**config.mk**
```make
export PLATFORM = sky130hd
export DESIGN_NAME = sha256_compress_ctrl
export DESIGN_NICKNAME = d
export VERILOG_FILES = /design/src/rtl/sha256_compress_ctrl.sv
export SDC_FILE = /design/constraint.sdc
export NUM_CORES = 2
export LEC_CHECK = 0
export CAP_MARGIN = 30
export CORE_UTILIZATION = 40
export DETAILED_ROUTE_END_ITERATION = 8
export PLACE_DENSITY = 0.69
export RECOVER_POWER = 50
export SYNTH_ARGS = -nofsm -noshare
export SYNTH_HDL_FRONTEND = slang
export SYNTH_SLANG_ARGS = --single-unit
```
**constraint.sdc**
```tcl
create_clock -name clk -period 44.8 [get_ports clk]
set_clock_uncertainty 0.1 [all_clocks]
set_input_delay 6.72 -clock clk [delete_from_list [all_inputs] [get_ports clk]]
set_output_delay 6.72 -clock clk [all_outputs]
set_load 0.02 [all_outputs]
```
**src/rtl/sha256_compress_ctrl.sv**
```systemverilog
// Sequenced SHA-256 compression: one 512-bit block, 64 rounds at one per cycle,
// folded into a persistent chaining hash state.

module sha256_ch (
  input  logic [31:0] x,
  input  logic [31:0] y,
  input  logic [31:0] z,
  output logic [31:0] res_c
);
  assign res_c = (x & y) ^ (~x & z);
endmodule

module sha256_maj (
  input  logic [31:0] x,
  input  logic [31:0] y,
  input  logic [31:0] z,
  output logic [31:0] res_c
);
  assign res_c = (x & y) ^ (x & z) ^ (y & z);
endmodule

module sha256_compress_ctrl (
  input  logic         clk,
  input  logic         rst,
  input  logic         start,
  input  logic         init,
  input  logic [511:0] block,
  output logic         busy,
  output logic         done,
  output logic [255:0] digest
);
  localparam int unsigned WORD_W = 32;
  localparam int unsigned ROUNDS = 64;
  localparam int unsigned WIN    = 16;
  localparam int unsigned T_W    = 6;

  localparam logic [WORD_W-1:0] IV [8] = '{
    32'h6a09e667, 32'hbb67ae85, 32'h3c6ef372, 32'ha54ff53a,
    32'h510e527f, 32'h9b05688c, 32'h1f83d9ab, 32'h5be0cd19
  };

  localparam logic [WORD_W-1:0] K_ROM [ROUNDS] = '{
    32'h428a2f98, 32'h71374491, 32'hb5c0fbcf, 32'he9b5dba5, 32'h3956c25b, 32'h59f111f1, 32'h923f82a4, 32'hab1c5ed5,
    32'hd807aa98, 32'h12835b01, 32'h243185be, 32'h550c7dc3, 32'h72be5d74, 32'h80deb1fe, 32'h9bdc06a7, 32'hc19bf174,
    32'he49b69c1, 32'hefbe4786, 32'h0fc19dc6, 32'h240ca1cc, 32'h2de92c6f, 32'h4a7484aa, 32'h5cb0a9dc, 32'h76f988da,
    32'h983e5152, 32'ha831c66d, 32'hb00327c8, 32'hbf597fc7, 32'hc6e00bf3, 32'hd5a79147, 32'h06ca6351, 32'h14292967,
    32'h27b70a85, 32'h2e1b2138, 32'h4d2c6dfc, 32'h53380d13, 32'h650a7354, 32'h766a0abb, 32'h81c2c92e, 32'h92722c85,
    32'ha2bfe8a1, 32'ha81a664b, 32'hc24b8b70, 32'hc76c51a3, 32'hd192e819, 32'hd6990624, 32'hf40e3585, 32'h106aa070,
    32'h19a4c116, 32'h1e376c08, 32'h2748774c, 32'h34b0bcb5, 32'h391c0cb3, 32'h4ed8aa4a, 32'h5b9cca4f, 32'h682e6ff3,
    32'h748f82ee, 32'h78a5636f, 32'h84c87814, 32'h8cc70208, 32'h90befffa, 32'ha4506ceb, 32'hbef9a3f7, 32'hc67178f2
  };

  typedef enum logic [1:0] {IDLE, LOAD, ROUND, FINAL} state_t;

  function automatic logic [WORD_W-1:0] rotr(input logic [WORD_W-1:0] x, input int unsigned n);
    return (x >> n) | (x << (WORD_W - n));
  endfunction

  function automatic logic [WORD_W-1:0] bsig0(input logic [WORD_W-1:0] x);
    return rotr(x, 2) ^ rotr(x, 13) ^ rotr(x, 22);
  endfunction

  function automatic logic [WORD_W-1:0] bsig1(input logic [WORD_W-1:0] x);
    return rotr(x, 6) ^ rotr(x, 11) ^ rotr(x, 25);
  endfunction

  function automatic logic [WORD_W-1:0] ssig0(input logic [WORD_W-1:0] x);
    return rotr(x, 7) ^ rotr(x, 18) ^ (x >> 3);
  endfunction

  function automatic logic [WORD_W-1:0] ssig1(input logic [WORD_W-1:0] x);
    return rotr(x, 17) ^ rotr(x, 19) ^ (x >> 10);
  endfunction

  state_t            state_q, state_d;
  logic              accept_c;
  logic [T_W-1:0]    t_q;
  logic [WORD_W-1:0] hs_q [8];
  logic [WORD_W-1:0] wv_q [8];
  logic [WORD_W-1:0] w_q  [WIN];
  logic              busy_q, done_q;

  logic [WORD_W-1:0] ch_c, maj_c, t1_c, t2_c, w_new_c;

  sha256_ch  u_ch  (.x(wv_q[4]), .y(wv_q[5]), .z(wv_q[6]), .res_c(ch_c));
  sha256_maj u_maj (.x(wv_q[0]), .y(wv_q[1]), .z(wv_q[2]), .res_c(maj_c));

  // Round datapath and schedule expansion; w_q[0] is always W_t.
  always_comb begin
    t1_c    = wv_q[7] + bsig1(wv_q[4]) + ch_c + K_ROM[t_q] + w_q[0];
    t2_c    = bsig0(wv_q[0]) + maj_c;
    w_new_c = ssig1(w_q[14]) + w_q[9] + ssig0(w_q[1]) + w_q[0];
  end

  always_ff @(posedge clk or posedge rst) begin
    if (rst) begin
      state_q <= IDLE;
      busy_q  <= 1'b0;
      done_q  <= 1'b0;
    end else begin
      state_q <= state_d;
      busy_q  <= (state_d != IDLE);
      done_q  <= (state_q == FINAL);
    end
  end

  always_comb begin
    state_d  = state_q;
    accept_c = 1'b0;
    case (state_q)
      IDLE: begin
        if (start) begin
          accept_c = 1'b1;
          state_d  = LOAD;
        end
      end
      LOAD:  state_d = ROUND;
      ROUND: if (t_q == T_W'(ROUNDS - 1)) state_d = FINAL;
      FINAL: state_d = IDLE;
      default: state_d = IDLE;
    endcase
  end

  always_ff @(posedge clk or posedge rst) begin
    if (rst) begin
      t_q <= '0;
      for (int i = 0; i < 8; i++) begin
        hs_q[i] <= IV[i];
        wv_q[i] <= '0;
      end
      for (int i = 0; i < WIN; i++) w_q[i] <= '0;
    end else begin
      case (state_q)
        IDLE: begin
          if (accept_c) begin
            for (int i = 0; i < WIN; i++) w_q[i] <= block[511 - 32*i -: 32];
            if (init) for (int i = 0; i < 8; i++) hs_q[i] <= IV[i];
          end
        end
        LOAD: begin
          for (int i = 0; i < 8; i++) wv_q[i] <= hs_q[i];
          t_q <= '0;
        end
        ROUND: begin
          wv_q[7] <= wv_q[6];
          wv_q[6] <= wv_q[5];
          wv_q[5] <= wv_q[4];
          wv_q[4] <= wv_q[3] + t1_c;
          wv_q[3] <= wv_q[2];
          wv_q[2] <= wv_q[1];
          wv_q[1] <= wv_q[0];
          wv_q[0] <= t1_c + t2_c;
          for (int i = 0; i < WIN - 1; i++) w_q[i] <= w_q[i+1];
          w_q[WIN-1] <= w_new_c;
          t_q <= t_q + T_W'(1);
        end
        FINAL: begin
          for (int i = 0; i < 8; i++) hs_q[i] <= hs_q[i] + wv_q[i];
        end
        default: ;
      endcase
    end
  end

  assign busy   = busy_q;
  assign done   = done_q;
  assign digest = {hs_q[0], hs_q[1], hs_q[2], hs_q[3], hs_q[4], hs_q[5], hs_q[6], hs_q[7]};

endmodule

```
==> impl_metrics.json <==
{
  "start_kind": "input port",
  "initial_utilization": 0.404,
  "place_congestion": 0.962,
  "track_usage": 0.304,
  "grt_pass1_vias": 60900,
  "holdBufCountCts": 0,
  "portBuffers": 773,
  "tightestPinTransition_ns": 9.69,
  "syn-cell-area_um2": 72500,
  "avgSynthCellArea_um2": 9.02,
  "fp.dieW_um": 428,
  "drt_iter0_drc": 5322,
  "postCtsSetupBuffers": 0,
  "clk_path_buf_depth": 3,
  "firstDrtPassIters": 6,
  "worstPathRequired_ns": 45.50,
  "rsz0062_at_grt": "no",
  "rrSetupSlack_ns": 31.57,
  "numCtsBuffers": 119,
  "fmax_ghz": 0.0589,
  "arrival_ns": 17.69,
  "cts_resized": 0,
  "yosysUniqueCellTypes": 93,
  "clock_latency_ns": 0.82,
  "synth_seq_cells": 1034,
  "ys.flop_type": "dfrtp_1",
  "dp_hpwl_mm": 221,
  "fin_crit_sh": 0.379,
  "yosysSeqAreaShare": 0.359,
  "io_pins": 774,
  "setup_viol": 0,
  "clk_pin_slew_ns": 0.06,
  "worstSetupPathType": "input port to async pin",
  "wirelength_mm": 284,
  "syn_to_final_growth_pct": 19.1,
  "path_max_fanout": 136,
  "max_slew_margin": -5.46,
  "hold_path_class": "flop to flop",
  "min_from": "w_q[352]",
  "wire_per_inst_um": 25.8,
  "grt_pass1_wl_mm": 410,
  "detail-route-antenna-nets": 0,
  "overflow": 0,
  "root_buffer": "clkbuf_16",
  "die_area_um2": 183000,
  "antenna_found_initial": 42,
  "tritoncts": "yes",
  "nets": 9662,
  "cts.sinks": 1034,
  "endpoint_kind": "async pin",
  "core_region_area_um2": 179000,
  "nFillCells": 16900,
  "synthesis.nets": 9146,
  "use_met1": 0.363,
  "tns_ns": 0,
  "violations": "capacitance limit, slew limit",
  "layout.area.seq_um2": 26100,
  "multi_input_area_um2": 42700,
  "async_flop_share": 1.00,
  "grt_util_met2": 0.515,
  "slew_viol_final": 1827,
  "die_height_um": 428,
  "row_count": 155,
  "yosysWarnings": 0,
  "reg2reg_from": "state_q[0]",
  "grt_max_degree": 232,
  "hold_viol": 0,
  "fin_crit_ns": 16.98,
  "grtUsageMet3": 0.0471,
  "postSynthCellCount": 8036,
  "via_per_inst": 5.66,
  "critPathLaunch": "rst",
  "grt.busiest_layer": "met2",
  "status": "finished, violations left",
  "drv_cap": 21,
  "h-tree-depth": 3,
  "route.detailed.drc": 0,
  "vias": 62500,
  "synth_edf_count": 0,
  "layout-drive-gt1-share": 0.0562
}
## final cells by class
class / count / area share
diodes: 24 / 0.000696
well taps: 2355 / 0.0341
repair buffers: 870 / 0.0984
flip-flops and latches: 1034 / 0.302
clock inverters: 64 / 0.00838
multi-input cells: 6031 / 0.495
inverters: 496 / 0.0216
clock buffers: 163 / 0.0398
## sequential cells by signal, indices dropped and copies added (netlist names)
register	flops
state_q	2
wv_q	256
w_q	512
t_q	6
busy	1
digest	256
done	1
## critical path, stage by stage
cell and delay [ns]:
dlygate4sd3_1 0.55, clkinvlp_2 2.54, clkbuf_1 5.47, buf_4 1.31, buf_4 0.86
## per-layer routing
layer	vias to the layer above	wire, µm
li1	29000	-
met5	-	180
met4	26	20000
met3	610	17000
met2	2355	138000
met1	30500	109000
## final timing paths
check,to,depth (start not counted)
max in group clk,digest[31],7
setup / recovery,w_q[51],5
hold / removal,w_q[352],2
setup reg to reg,wv_q[120],6
hold reg to reg,w_q[352],2
min in group asynchronous,busy,2
## cells by family after synthesis
kind of cell,count (synthesis),share of synthesized area
compound gates,2337,0.189
simple gates,1775,0.104
flops,1034,0.359
buf+inv,971,0.0506
mux,761,0.106
fa+ha+maj,596,0.123
xor+xnor,562,0.0679
## synthesized netlist by cell type (all sizes together) (9+ instances only)
cell     instances  area [µm²]
nand2          803        3010
ha             399        4990
dfrtp          898       22500
o21bai          58         435
xor2           237        2080
o221ai           9        78.8
o22ai           15        93.8
a21o           184        1390
clkbuf         421        1580
a32o             9        90.1
or3             20         125
a211oi          55         413
inv            493        1850
o211ai          33         248
o31a            12         105
nor3            68         340
dfstp          136        3570
or2             17         106
o22a            15         131
a211o           13         114
buf             54         224
o31ai           31         233
o21a            70         526
a311oi          16         140
fa             195        3900
a2111oi         16         159
xnor2          325        2850
and3            38         239
mux2i          747        7480
nand3           79         395
a22o            14         123
and2            21         131
nand2b          41         257
a21oi          732        3660
a31oi           44         282
nand4           16         100
nor2b           56         350
o21ai          910        4570
o311ai          15         131
mux2            12         135
o2111ai          9        78.8
nor2           577        2170
## metrics by stage
stage / utilization / setup WS, ns / instances / instance area (µm²) / hold slack [ns]
final: 0.482 / 27.82 / 11000 / 86300 / 0.376
after global routing: 0.482 / 25.83 / 11000 / 86300 / 0.391
after CTS: 0.482 / 35.05 / 11000 / 86400 / 0.383
after detailed placement: 0.459 / 34.19 / 10800 / 82300 / 0.370
after global placement: 0.458 / 34.04 / 10800 / 82100 / 0.361
after floorplan: - / 9.11 / 8036 / 72500 / 0.349
## cells in the final DEF (no fill, tap or decap), types with 136 or more instances in the layout
master	instances
dfstp_2	136
mux2i_1	747
inv_1	490
xnor2_1	325
o21ai_0	892
a21oi_1	732
clkdlybuf4s50_1	728
xor2_1	237
fa_1	195
ha_1	399
a21o_1	179
dfrtp_1	894
nand2_1	803
nor2_1	577
Power is left out: the tool's default activity adds up to more than one toggle a clock period on the data nets, which glitch-free logic cannot reach.
